### src/rtl/divider_arbiter_pkg.sv
// Package: divider_arbiter_pkg
// Purpose: shared types and constants for the divider arbiter.
//   state_t        FSM encoding (IDLE -> START -> BUSY -> RESP -> IDLE)
//   DIV0_Q_FILL    fill bit for the quotient returned by the divide-by-zero
//                  bypass (quotient is all ones, remainder is the dividend)
package divider_arbiter_pkg;

  typedef enum logic [1:0] {
    S_IDLE  = 2'd0,
    S_START = 2'd1,
    S_BUSY  = 2'd2,
    S_RESP  = 2'd3
  } state_t;

  localparam logic DIV0_Q_FILL = 1'b1;

endpackage

### src/rtl/divider_arbiter_picker.sv
// Module: rr_priority_picker
// Purpose: combinational round-robin pick. Scans req upward starting at
//   ptr+1 (wrapping) and returns the first set bit.
// Ports:
//   req    in  NUM_REQ  request vector
//   ptr    in  IDW      index of the previous winner
//   grant  out NUM_REQ  one-hot winner (all zero when req == 0)
//   index  out IDW      binary index of the winner (0 when req == 0)
module rr_priority_picker #(
  parameter int NUM_REQ = 4,
  parameter int IDW     = $clog2(NUM_REQ)
) (
  input  logic [NUM_REQ-1:0] req,
  input  logic [IDW-1:0]     ptr,
  output logic [NUM_REQ-1:0] grant,
  output logic [IDW-1:0]     index
);

  logic found;

  // NOTE: every output of a combinational block gets a default before the
  // conditional logic, so no path leaves it unassigned and no latch appears.
  always_comb begin
    grant = '0;
    index = '0;
    found = 1'b0;
    // Offsets 1..NUM_REQ put the previous winner last in the scan order.
    for (int k = 1; k <= NUM_REQ; k++) begin
      if (!found && req[(int'(ptr) + k) % NUM_REQ]) begin
        found = 1'b1;
        grant[(int'(ptr) + k) % NUM_REQ] = 1'b1;
        index = IDW'((int'(ptr) + k) % NUM_REQ);
      end
    end
  end

endmodule

### src/rtl/divider_arbiter.sv
// Module: divider_arbiter
// Purpose: shares one multi-cycle divider among NUM_REQ requesters. A
//   round-robin winner is picked in IDLE, its operands are latched, the
//   divider is loaded with a one-cycle div_start pulse, the FSM waits for
//   div_dne and then returns quotient/remainder with a one-cycle ack.
// Configuration:
//   DIVIDER_ARBITER_DIV0_BYPASS_EN  when defined, a winner with b == 0 skips
//     the divider: RESP follows the grant directly with rsp_q = all ones and
//     rsp_r = a, and div_start does not pulse. When undefined, b == 0 is
//     sent through the divider like any other operation.
// Ports:
//   clk, rst          clock (rising edge), asynchronous active-high reset
//   req               per-requester request level, held until ack
//   req_a, req_b      packed dividends/divisors, requester i at [i*WIDTH +: WIDTH]
//   ack               one-hot, one-cycle response strobe
//   rsp_q, rsp_r      quotient/remainder, valid while |ack
//   rsp_id            index of acked requester, valid while |ack
//   busy              high whenever the FSM is not in IDLE
//   div_a, div_b      latched operands to the divider
//   div_start         one-cycle load/start pulse to the divider
//   div_ena           divider enable, high in START and BUSY
//   div_q, div_r      divider results
//   div_dne           divider done
module divider_arbiter
  import divider_arbiter_pkg::*;
#(
  parameter int NUM_REQ = 4,
  parameter int WIDTH   = 32,
  parameter int IDW     = 2
) (
  input  logic                       clk,
  input  logic                       rst,
  input  logic [NUM_REQ-1:0]         req,
  input  logic [NUM_REQ*WIDTH-1:0]   req_a,
  input  logic [NUM_REQ*WIDTH-1:0]   req_b,
  output logic [NUM_REQ-1:0]         ack,
  output logic [WIDTH-1:0]           rsp_q,
  output logic [WIDTH-1:0]           rsp_r,
  output logic [IDW-1:0]             rsp_id,
  output logic                       busy,
  output logic [WIDTH-1:0]           div_a,
  output logic [WIDTH-1:0]           div_b,
  output logic                       div_start,
  output logic                       div_ena,
  input  logic [WIDTH-1:0]           div_q,
  input  logic [WIDTH-1:0]           div_r,
  input  logic                       div_dne
);

  state_t               state;
  logic [IDW-1:0]       ptr;
  logic [IDW-1:0]       id_q;
  logic [NUM_REQ-1:0]   grant_q;

  logic [NUM_REQ-1:0]   pick_grant;
  logic [IDW-1:0]       pick_idx;
  logic [WIDTH-1:0]     pick_a;
  logic [WIDTH-1:0]     pick_b;

  rr_priority_picker #(
    .NUM_REQ (NUM_REQ),
    .IDW     (IDW)
  ) u_picker (
    .req   (req),
    .ptr   (ptr),
    .grant (pick_grant),
    .index (pick_idx)
  );

  assign pick_a = req_a[int'(pick_idx)*WIDTH +: WIDTH];
  assign pick_b = req_b[int'(pick_idx)*WIDTH +: WIDTH];

  // NOTE: sequential state uses non-blocking assignments only, so every
  // register samples pre-edge values regardless of statement order.
  always_ff @(posedge clk or posedge rst) begin
    if (rst) begin
      // NOTE: only a handful of flops exist here, so all of them (operand
      // and result registers included) are reset to a known zero state.
      state     <= S_IDLE;
      ptr       <= IDW'(NUM_REQ - 1);   // requester 0 wins first
      id_q      <= '0;
      grant_q   <= '0;
      div_a     <= '0;
      div_b     <= '0;
      div_start <= 1'b0;
      div_ena   <= 1'b0;
      busy      <= 1'b0;
      ack       <= '0;
      rsp_q     <= '0;
      rsp_r     <= '0;
      rsp_id    <= '0;
    end else begin
      // Strobes default low and are raised only in the cycle before they
      // must be visible.
      div_start <= 1'b0;
      ack       <= '0;

      case (state)
        S_IDLE: begin
          if (|req) begin
            // Operands are captured here only; later req_a/req_b changes
            // cannot disturb the operation in flight.
            ptr     <= pick_idx;
            id_q    <= pick_idx;
            grant_q <= pick_grant;
            div_a   <= pick_a;
            div_b   <= pick_b;
            busy    <= 1'b1;
`ifdef DIVIDER_ARBITER_DIV0_BYPASS_EN
            if (pick_b == '0) begin
              rsp_q  <= {WIDTH{DIV0_Q_FILL}};
              rsp_r  <= pick_a;
              rsp_id <= pick_idx;
              ack    <= pick_grant;
              state  <= S_RESP;
            end else begin
              div_start <= 1'b1;
              div_ena   <= 1'b1;
              state     <= S_START;
            end
`else
            div_start <= 1'b1;
            div_ena   <= 1'b1;
            state     <= S_START;
`endif
          end
        end

        // div_dne still reflects the previous operation during the load
        // cycle, so it is not looked at until BUSY.
        S_START: begin
          state <= S_BUSY;
        end

        S_BUSY: begin
          if (div_dne) begin
            rsp_q   <= div_q;
            rsp_r   <= div_r;
            rsp_id  <= id_q;
            ack     <= grant_q;
            div_ena <= 1'b0;
            state   <= S_RESP;
          end
        end

        S_RESP: begin
          busy  <= 1'b0;
          state <= S_IDLE;
        end

        default: begin
          busy    <= 1'b0;
          div_ena <= 1'b0;
          state   <= S_IDLE;
        end
      endcase
    end
  end

endmodule

### config.mk
export PLATFORM = sky130hd
export DESIGN_NAME = divider_arbiter
export DESIGN_NICKNAME = d
export VERILOG_FILES = /design/src/rtl/divider_arbiter_pkg.sv /design/src/rtl/divider_arbiter_picker.sv /design/src/rtl/divider_arbiter.sv
export SDC_FILE = /design/constraint.sdc
export NUM_CORES = 1
export LEC_CHECK = 0
export ABC_CLOCK_PERIOD_IN_PS = 6700
export CAP_MARGIN = 20
export CORE_AREA = 2 2 182 184
export DETAILED_ROUTE_END_ITERATION = 8
export DIE_AREA = 0 0 184 186
export HOLD_SLACK_MARGIN = 0.08
export PLACE_DENSITY = 0.67
export SKIP_CTS_REPAIR_TIMING = 1
export SYNTH_ARGS = -nofsm -noshare
export SYNTH_HDL_FRONTEND = slang
export SYNTH_HIERARCHICAL = 1
export SYNTH_SLANG_ARGS = --single-unit
### constraint.sdc
create_clock -name clk -period 6.7 [get_ports clk]
set_clock_uncertainty 0.15 [all_clocks]
set_input_delay 1.34 -clock clk [delete_from_list [all_inputs] [get_ports clk]]
set_output_delay 1.34 -clock clk [all_outputs]
set_load 0.05 [all_outputs]
==> out/results.ini, run 1 <==
[yosys]
synth-seq-cells=147
synth_edf_count=0
ys_top_cells_by_area=dfrtp_1 48%, mux4_2 20%, nand2_1 11%
yosysSeqAreaShare_pct=48.9
synth_top_family_by_area=multiplexers
synthArstFlopShare_pct=100
synth-xor-area-share_pct=0
synth_mux_area_share_pct=30.3
yosysWarnings=6
yosys.area.top_type_share_pct=48.2
netlist_area_um2=7530
synth_compound_area_share_pct=3.14
avgSynthCellArea_um2=12.3
synthFlopType=dfrtp_1
synth_fa_ha_area_share_pct=2.16
synth_area_leader_cell=dfrtp_1
synth.distinct_cells=38
synth-simple-area-share_pct=12.6
syn_nets=953
netlist_instances=613

[worst_setup_path]
required_ns=6.86
cp_max_fo=45
crit_family=compound AO/OA/AOI/OAI gates
crit_buf_inv=2
crit_top_cell=nand2_1
cp-end-kind=register
slowest_delay_ns=0.74
crit_path_start_kind=primary input
crit_type=primary input to register
crit_chain=clkdlybuf4s50_1, and3b_2, a21oi_1, o41ai_2, a2bb2oi_4, buf_12, mux4_2, nand2_1, nand2_1
critical-path-slowest-cell=clkdlybuf4s50_1
arrival_ns=4.57

[die]
rows=66
die_area_um2=34200
io_pins=464
die-height_um=186
die_x_um=184
initial_core_util_pct=23.4
coreArea_um2=32200

[status]
outcome=complete, no violations

[placement]
dp.cells=1455
hpwl_mm=22.4
place_ws_ns=1.82
gp_congestion=0.788
io_buffers=463
placedInstanceArea_um2=12600

[clock_tree]
cts_root_buffer=clkbuf_16
path_clk_slew_ns=0.07
htreeDepth=4
cts_tree=done
clk_path_buf_depth=2
insertion_delay_ns=0.42
cts.sinks=147
cts_buffers=17

[worst_hold_path]
hold_path_class=register to register

[final_layout]
layout_commonest_cell=clkdlybuf4s50_1
layout_common_cells=463 x clkdlybuf4s50_1, 224 x nand2_1, 145 x dfrtp_1, 68 x mux2_2, 66 x mux4_2
area_growth_pct=76.2
drive_gt1_share_pct=17.6
stdcell_area_um2=13300
final_util_pct=41.2
fin_cells=1493
nets=1406

[route]
wirelength_mm=28.7
drc=0
vias_per_cell=4.46
drt_iter0_drc=363
firstDrtPassIters=5
ant_nets=0
vias=6664
wl_per_cell_um=19.2

[pwr]
peakVddDrop_mv=0.301
leakage_nw=5.60
p_per_area_nw_per_um2=566
power_mw=7.51

[timing]
setup_viol=0
fin_crit_ns=4.41
hold_slack_ns=0.321
slew_headroom_pct=44.5
clock.fmax_mhz=227
finalHoldViolCount=0
setup-tns-final_ns=0
fin_crit_sh_pct=65.8
tightestPinTransition_ns=0.833
setup_ws_ns=2.29
rsz0062_at_grt=no
drv_slew=0

[global_route]
grt_usage_pct=16.4
overflow=0
grt_pass1_wl_mm=41.5
antenna_found_initial=10
grt_max_degree=71
grt_pass1_vias=6994

[job]
maxCapViolations=0

[final timing paths]
kind | slack [ns] | cells after the start | from | to
worst max-delay path | 2.29 | 9 | req[3] | div_a[10]
worst min-delay path | 0.32 | 2 | div_b[30] | div_b[30]
worst max register to register | 2.73 | 9 | ptr[0] | div_a[10]
worst min register to register | 0.32 | 2 | div_b[30] | div_b[30]
max in group asynchronous | 4.15 | 3 | rst | rsp_q[16]
min in group asynchronous | 1.21 | 2 | rst | state[1]
[synth_stat cells, types with 2 or more instances]
library cell  count
nor2_1            4
buf_2            11
nand2_1         225
o21ai_0           3
dfstp_2           2
dfrtp_1         145
clkbuf_1         22
a221o_1           4
mux2_2           68
and3_1            4
ha_1             13
buf_6             3
inv_1             8
mux2i_1           3
a21oi_1           5
buf_1             2
o21ai_1           5
mux4_2           66
[kinds of logic after synthesis]
group / count (synthesis)
buffers and inverters: 47
AND/OR/NAND/NOR: 242
adder cells (fa/ha/maj): 13
flip-flops: 147
AO/OA/AOI/OAI: 27
multiplexers: 137
[where the power goes]
part	internal [mW]	switching, mW
Clock	0.609	0.449
Sequential	1.34	0.254
Combinational	2.02	2.84
Total	3.96	3.54
[per-layer routing]
layer  track usage (%)  up-vias  part of all wire (%)
met5                 0        -                 0.038
met4              4.70        2                   1.2
met3              6.59       15                    10
met2              28.8      321                    51
met1              18.3     3261                    38
li1                  -     3065                     -
[tightest hold or removal path, delay by kind of cell, from the launching register on]
| family | cells | cell delay, ns |
|---|---|---|
| simple gates | 2 | 0.10 |
| flops | 1 | 0.34 |
[registers in the layout, summed over array words and instances (netlist names)]
signal and cells:
div_start 1, grant_q 4, ptr 2, ack 4, div_b 32, rsp_q 32, rsp_r 32, busy 1
id_q 2, rsp_id 2, div_ena 1, div_a 32, state 2
[cell type report]
cell class	count	area (um^2)
repair buffers	472	4730
flip-flops and latches	147	3680
fillers	3053	18900
well taps	408	510
clock buffers	17	425
clock inverters	15	213
diodes	6	15.0
inverters	9	38.8
multi-input cells	419	3650
(Power assumes the default switching activity.)
==> run 2: changes to the inputs <==
Settings changed: ABC_CLOCK_PERIOD_IN_PS 6700 to 3800, CORE_AREA 2 2 182 184 to 2 2 181 183, DIE_AREA 0 0 184 186 to 0 0 183 185, PLACE_DENSITY 0.67 to 0.7.
Clock period 6.7 ns to 3.8 ns, I/O delays scaled along.
==> run 2 against run 1 <==
Sequential share of layout area down 0.40 points. Combinational power up 84%. Clock power up 71%.
==> out/results.ini, run 2 (synthesis gave the netlist of run 1 again) <==
[status]
outcome=complete, no violations

[timing]
finalHoldViolCount=0  ; unchanged
setup-tns-final_ns=0  ; unchanged
slew_headroom_pct=52.9  ; +8.5 points
tightestPinTransition_ns=0.704  ; -0.129 ns
fin_crit_sh_pct=87.4
clock.fmax_mhz=301
rsz0062_at_grt=no
hold_slack_ns=0.321  ; +0.000437 ns
drv_slew=0  ; unchanged
fin_crit_ns=3.32
setup_viol=0  ; unchanged

[global_route]
antenna_found_initial=11  ; +1
grt_max_degree=86  ; +21%
overflow=0  ; unchanged
grt_pass1_wl_mm=43.0  ; +3.6%
grt_usage_pct=17.4  ; +0.94 points
grt_pass1_vias=7053  ; +0.84%

[worst_setup_path]
critical-path-slowest-cell=dfstp_2
crit_family=multiplexers
crit_chain=inv_1, ha_1, mux4_2, o21ai_0, a2bb2oi_4, buf_12, buf_12, mux4_2, nand2_1, nand2_1
crit_type=register to register
worstReg2RegStart=ptr[1]
arrival_ns=3.47  ; -1.10 ns
r2r_setup_slack_ns=0.48  ; -2.25 ns
r2r-end=div_b[23]
crit_buf_inv=3  ; +1
worstSetupEndpoint=div_b[23]
cp-end-kind=register
ff2ff_path_depth=10  ; +1
path_depth=10  ; +1
required_ns=3.95  ; -2.91 ns
cp_max_fo=22  ; -51%
crit_path_start_kind=register
slowest_delay_ns=0.53  ; -0.21 ns
startpoint=ptr[1]

[final_layout]
final_util_pct=42.0  ; +0.83 points
nets=1428  ; +1.6%
area_growth_pct=78.9
layout_common_cells=463 x clkdlybuf4s50_1, 224 x nand2_1, 145 x dfrtp_1, 68 x mux2_2, 66 x mux4_2
seq_area_um2=3680  ; unchanged
layout_commonest_cell=clkdlybuf4s50_1
n_fill_cell=3074  ; +0.69%
stdcell_area_um2=13500  ; +1.5%
drive_gt1_share_pct=19.1  ; +1.5 points
multi_input_area_um2=3660  ; +0.14%

[pwr]
p_per_area_nw_per_um2=1000  ; +78%
peakVddDrop_mv=0.508  ; +69%
leakage_nw=5.70  ; +1.9%

[die]
die_area_um2=33900  ; -1.1%
die_x_um=183  ; -0.54%
rows=66  ; unchanged
io_pins=464  ; unchanged
die-height_um=185  ; -0.54%
initial_core_util_pct=23.5  ; +0.12 points
coreArea_um2=32000  ; -0.51%

[placement]
placedInstanceArea_um2=12800  ; +1.7%
gp_congestion=0.804  ; +2.0%
io_buffers=463  ; unchanged
hpwl_mm=23.8  ; +6.1%

[route]
wl_per_cell_um=19.9  ; +3.8%
vias=6770  ; +1.6%
wirelength_mm=30.2  ; +5.2%
drt_iter0_drc=279  ; -23%
ant_nets=0  ; unchanged
drc=0  ; unchanged
vias_per_cell=4.47  ; +0.18%
firstDrtPassIters=4  ; -1

[worst_hold_path]
hold_path_class=register to register

[clock_tree]
insertion_delay_ns=0.42  ; about the same
cts.sinks=147  ; unchanged
cts_tree=done
htreeDepth=4  ; unchanged
cts_root_buffer=clkbuf_16
path_clk_slew_ns=0.06  ; about the same
cts_buffers=17  ; unchanged
clk_path_buf_depth=2  ; unchanged

[job]
maxCapViolations=0  ; unchanged

[run 2: cell count changes in the layout (fill, tap and decap cells not counted), moves of 2 or more]
cell        change
inv_8           -4
buf_4          +18
clkinvlp_4      +2
buf_12          +4
[run 2: per-layer routing]
metal  global-route usage (%)  part of all wire [%]  vias up
met5                        0                  0.22        -
met2                     31.1                    52      331
met3                     6.82                   9.5       28
met4                     5.57                   1.7       10
met1                     18.7                    37     3281
li1                         -                     -     3120
[run 2: cell type report]
class / instances / area share [%]
timing repair buffer: 494 / 36.7
sequential: 147 / 27.3
multi-input combinational: 419 / 27.2
tap: 408 / 3.79
clock buffer: 19 / 3.29
clock inverter: 12 / 1.27
inverter: 9 / 0.288
antenna: 6 / 0.112
[run 2: worst min path at each step]
stage | startpoint | endpoint | slack, ns | depth (start not counted)
after floorplan | grant_q[0] | grant_q[0] | 0.29 | 2
after global placement | grant_q[2] | grant_q[2] | 0.30 | 2
after detailed placement | grant_q[3] | grant_q[3] | 0.31 | 2
after CTS | div_a[13] | div_a[13] | 0.33 | 2
after global routing | div_a[13] | div_a[13] | 0.34 | 2
final | grant_q[2] | grant_q[2] | 0.32 | 2
[run 2: worst register-to-register path: cells and delay by family (launching register included)]
| kind | cells | cell delay (ns) |
|---|---|---|
| multiplexers | 2 | 0.85 |
| AO/OA/AOI/OAI | 2 | 0.58 |
| flip-flops | 1 | 0.53 |
| buffers and inverters | 3 | 0.53 |
| adder cells (fa/ha/maj) | 1 | 0.43 |
| AND/OR/NAND/NOR | 2 | 0.14 |
[run 2: metrics by stage]
step	power (mW)	std cells	setup slack [ns]
4_1_cts	13.7	1508	0.487
2_1_floorplan	8.73	613	0.390
3_5_place_dp	11.8	1477	0.0693
5_1_grt	14.3	1511	0.328
3_3_place_gp	11.7	1477	0.182
6_report	13.5	1514	0.479
[run 2: power by group]
part	leakage, nW	switching [mW]	total, mW	internal [mW]
registers	1.79	0.431	2.79	2.36
clock network	0.295	0.741	1.81	1.07
logic	3.62	5.12	8.93	3.81
==> run 3: changes to the inputs <==
Settings changed: SETUP_SLACK_MARGIN set to 0.05.
==> results of run 3 <==
Same layout as run 2: the final DEF is identical, and so are final timing and power.
==> variant: new RTL, settings of run 3 <==
The option `DIVIDER_ARBITER_DIV0_BYPASS_EN` is turned on by a define.
--- a/src/rtl/divider_arbiter.sv
+++ b/src/rtl/divider_arbiter.sv
@@ -21,6 +21,8 @@
 //   div_ena           divider enable, high in START and BUSY
 //   div_q, div_r      divider results
 //   div_dne           divider done
+`define DIVIDER_ARBITER_DIV0_BYPASS_EN
+
 module divider_arbiter
   import divider_arbiter_pkg::*;
 #(
Check against the original RTL: not equivalent (a bounded check fails within 4 cycles, from zero or initial values and one cycle with rst high).
==> variant against run 3 <==
The run now ends with setup timing left; wire length rose by 13%; count of clock-buffer cells in the layout decreased by 1; setup slack got worse by 1100 ps; hold slack improved by 2.5 ps; largest cell class unchanged; cell area grew 11%; sequential cell count stayed put; synthesized area grew 13%; power up 20%; clock power is 7% lower.
==> variant: results (changes against run 3) <==
[run_status]
status=finished, violations left
violations=setup timing

[drt]
vias=7811  ; +15%
drt_iter0_markers=334  ; +20%
routed_wl_um=34160  ; +13%
dr.pass1.iters=5  ; +1
vias_per_cell=4.760  ; +6.4%

[place]
dpl.hpwl_um=26000  ; +9.4%
placed_area_sq_um=13940  ; +8.7%
dp_cells=1591  ; +7.7%
gp_congestion=0.8773  ; +9.2%

[critical_path]
worst-path-max-fanout=9  ; -59%
r2r_cells=15  ; +5
slowest_delay_ps=620  ; +90 ps
regToRegStartpoint=ptr[0]$_DFFE_PP1P_
rr_endpoint=rsp_q[20]$_DFFE_PP0P_

[layout]
multi_input_area_share_pct=30.72  ; +3.5 points
clkCellAreaFrac_pct=3.835  ; -0.73 points
layout.clock_buffers=18  ; -1
buffer_area_share_pct=36.98  ; +0.26 points
diodes=2  ; -4
nNonClkBuffers=543  ; +9.9%
multi_input_cells=498  ; +19%
fillers=2940  ; -4.4%
drive_above_1_share_pct=24.78  ; +5.7 points
stdcell_area_sq_um=14910  ; +11%

[power]
pg_comb_uw=11700  ; +31%
peakVddDrop_mv=0.5628  ; +11%
pg_clk_uw=1690  ; -7%
clockPowerShare_pct=10.5  ; -2.9 points
netSwitchingFraction_pct=46.20  ; -0.29 points
p_leak_uw=0.006204  ; +8.8%

[hold_path]
min_from=div_a[7]$_DFFE_PP0P_
hold_end=div_a[7]$_DFFE_PP0P_

[logic_synthesis]
synthCells=703  ; +15%
synth.top_cell.area_share_pct=42.84  ; -5.4 points
ys_ff_latch=147  ; unchanged
ys_seq_area_share_pct=43.46  ; -5.4 points

[timing]
finalSetupViolCount=73  ; +73
setup_slack_ps=-660.4  ; -1140 ps
finalSetupTns_ps=-43170  ; -43,170 ps
whs_ps=324.0  ; +2.456 ps
tightestPinTransition_ps=895.8  ; +191.7 ps

[global_route]
track_usage_pct=18.91  ; +1.6 points
antenna_found_initial=2  ; -9
grt_max_degree=75  ; -13%

[clock_network]
cts_buffers=17  ; unchanged
cts_buffer_depth=2  ; unchanged

variant: cell count changes in the layout (fill, tap and decap cells not counted), sizes merged, moves of 4 or more:
cell	before	now
diode	6	2
clkbuf	19	23
nor4	1	8
dlymetal6s2s	0	4
a32o	0	4
buf	31	75
and3	4	0
inv	13	17
mux2	68	101
clkdlybuf4s50	463	459
nand2b	0	32
variant: cell families after synthesis:
| kind of cell | share of synthesized area (%) |
|---|---|
| AOI/OAI and AO/OA | 3.383 |
| adders and majority gates | 1.625 |
| DFF | 43.46 |
| buffers and inverters | 4.063 |
| and+or+nand+nor | 14.30 |
| muxes | 33.17 |
variant: worst max-delay path: cells and delay by family (launching register included):
kind                   cells  cell delay (ps)
multiplexers               3             1380
buffers and inverters      6              880
AND/OR/NAND/NOR            3              670
flip-flops                 1              620
AO/OA/AOI/OAI              3              620
variant: worst max path at each step:
| stage | start | endpoint | slack [ps] | cells after the start |
|---|---|---|---|---|
| 4_1_cts | req[3] | rsp_q[5]$_DFFE_PP0P_ | -890 | 14 |
| 3_3_place_gp | req[3] | rsp_q[5]$_DFFE_PP0P_ | -1260 | 14 |
| 5_1_grt | ptr[0]$_DFFE_PP1P_ | rsp_q[14]$_DFFE_PP0P_ | -800 | 16 |
| 6_report | ptr[0]$_DFFE_PP1P_ | rsp_q[20]$_DFFE_PP0P_ | -660 | 15 |
| 2_1_floorplan | ptr[0]$_DFFE_PP1P_ | rsp_id[0]$_DFFE_PP0P_ | -480 | 16 |
| 3_5_place_dp | req[3] | rsp_q[5]$_DFFE_PP0P_ | -1350 | 16 |
variant: metal layers:
metal | share of wire (%) | GRT usage [%] | up-vias
li1 | - | - | 3519
met4 | 2.7 | 7.360 | 0
met3 | 7.5 | 5.309 | 45
met1 | 38 | 21.22 | 3865
met5 | 0 | 0 | -
met2 | 52 | 34.00 | 382
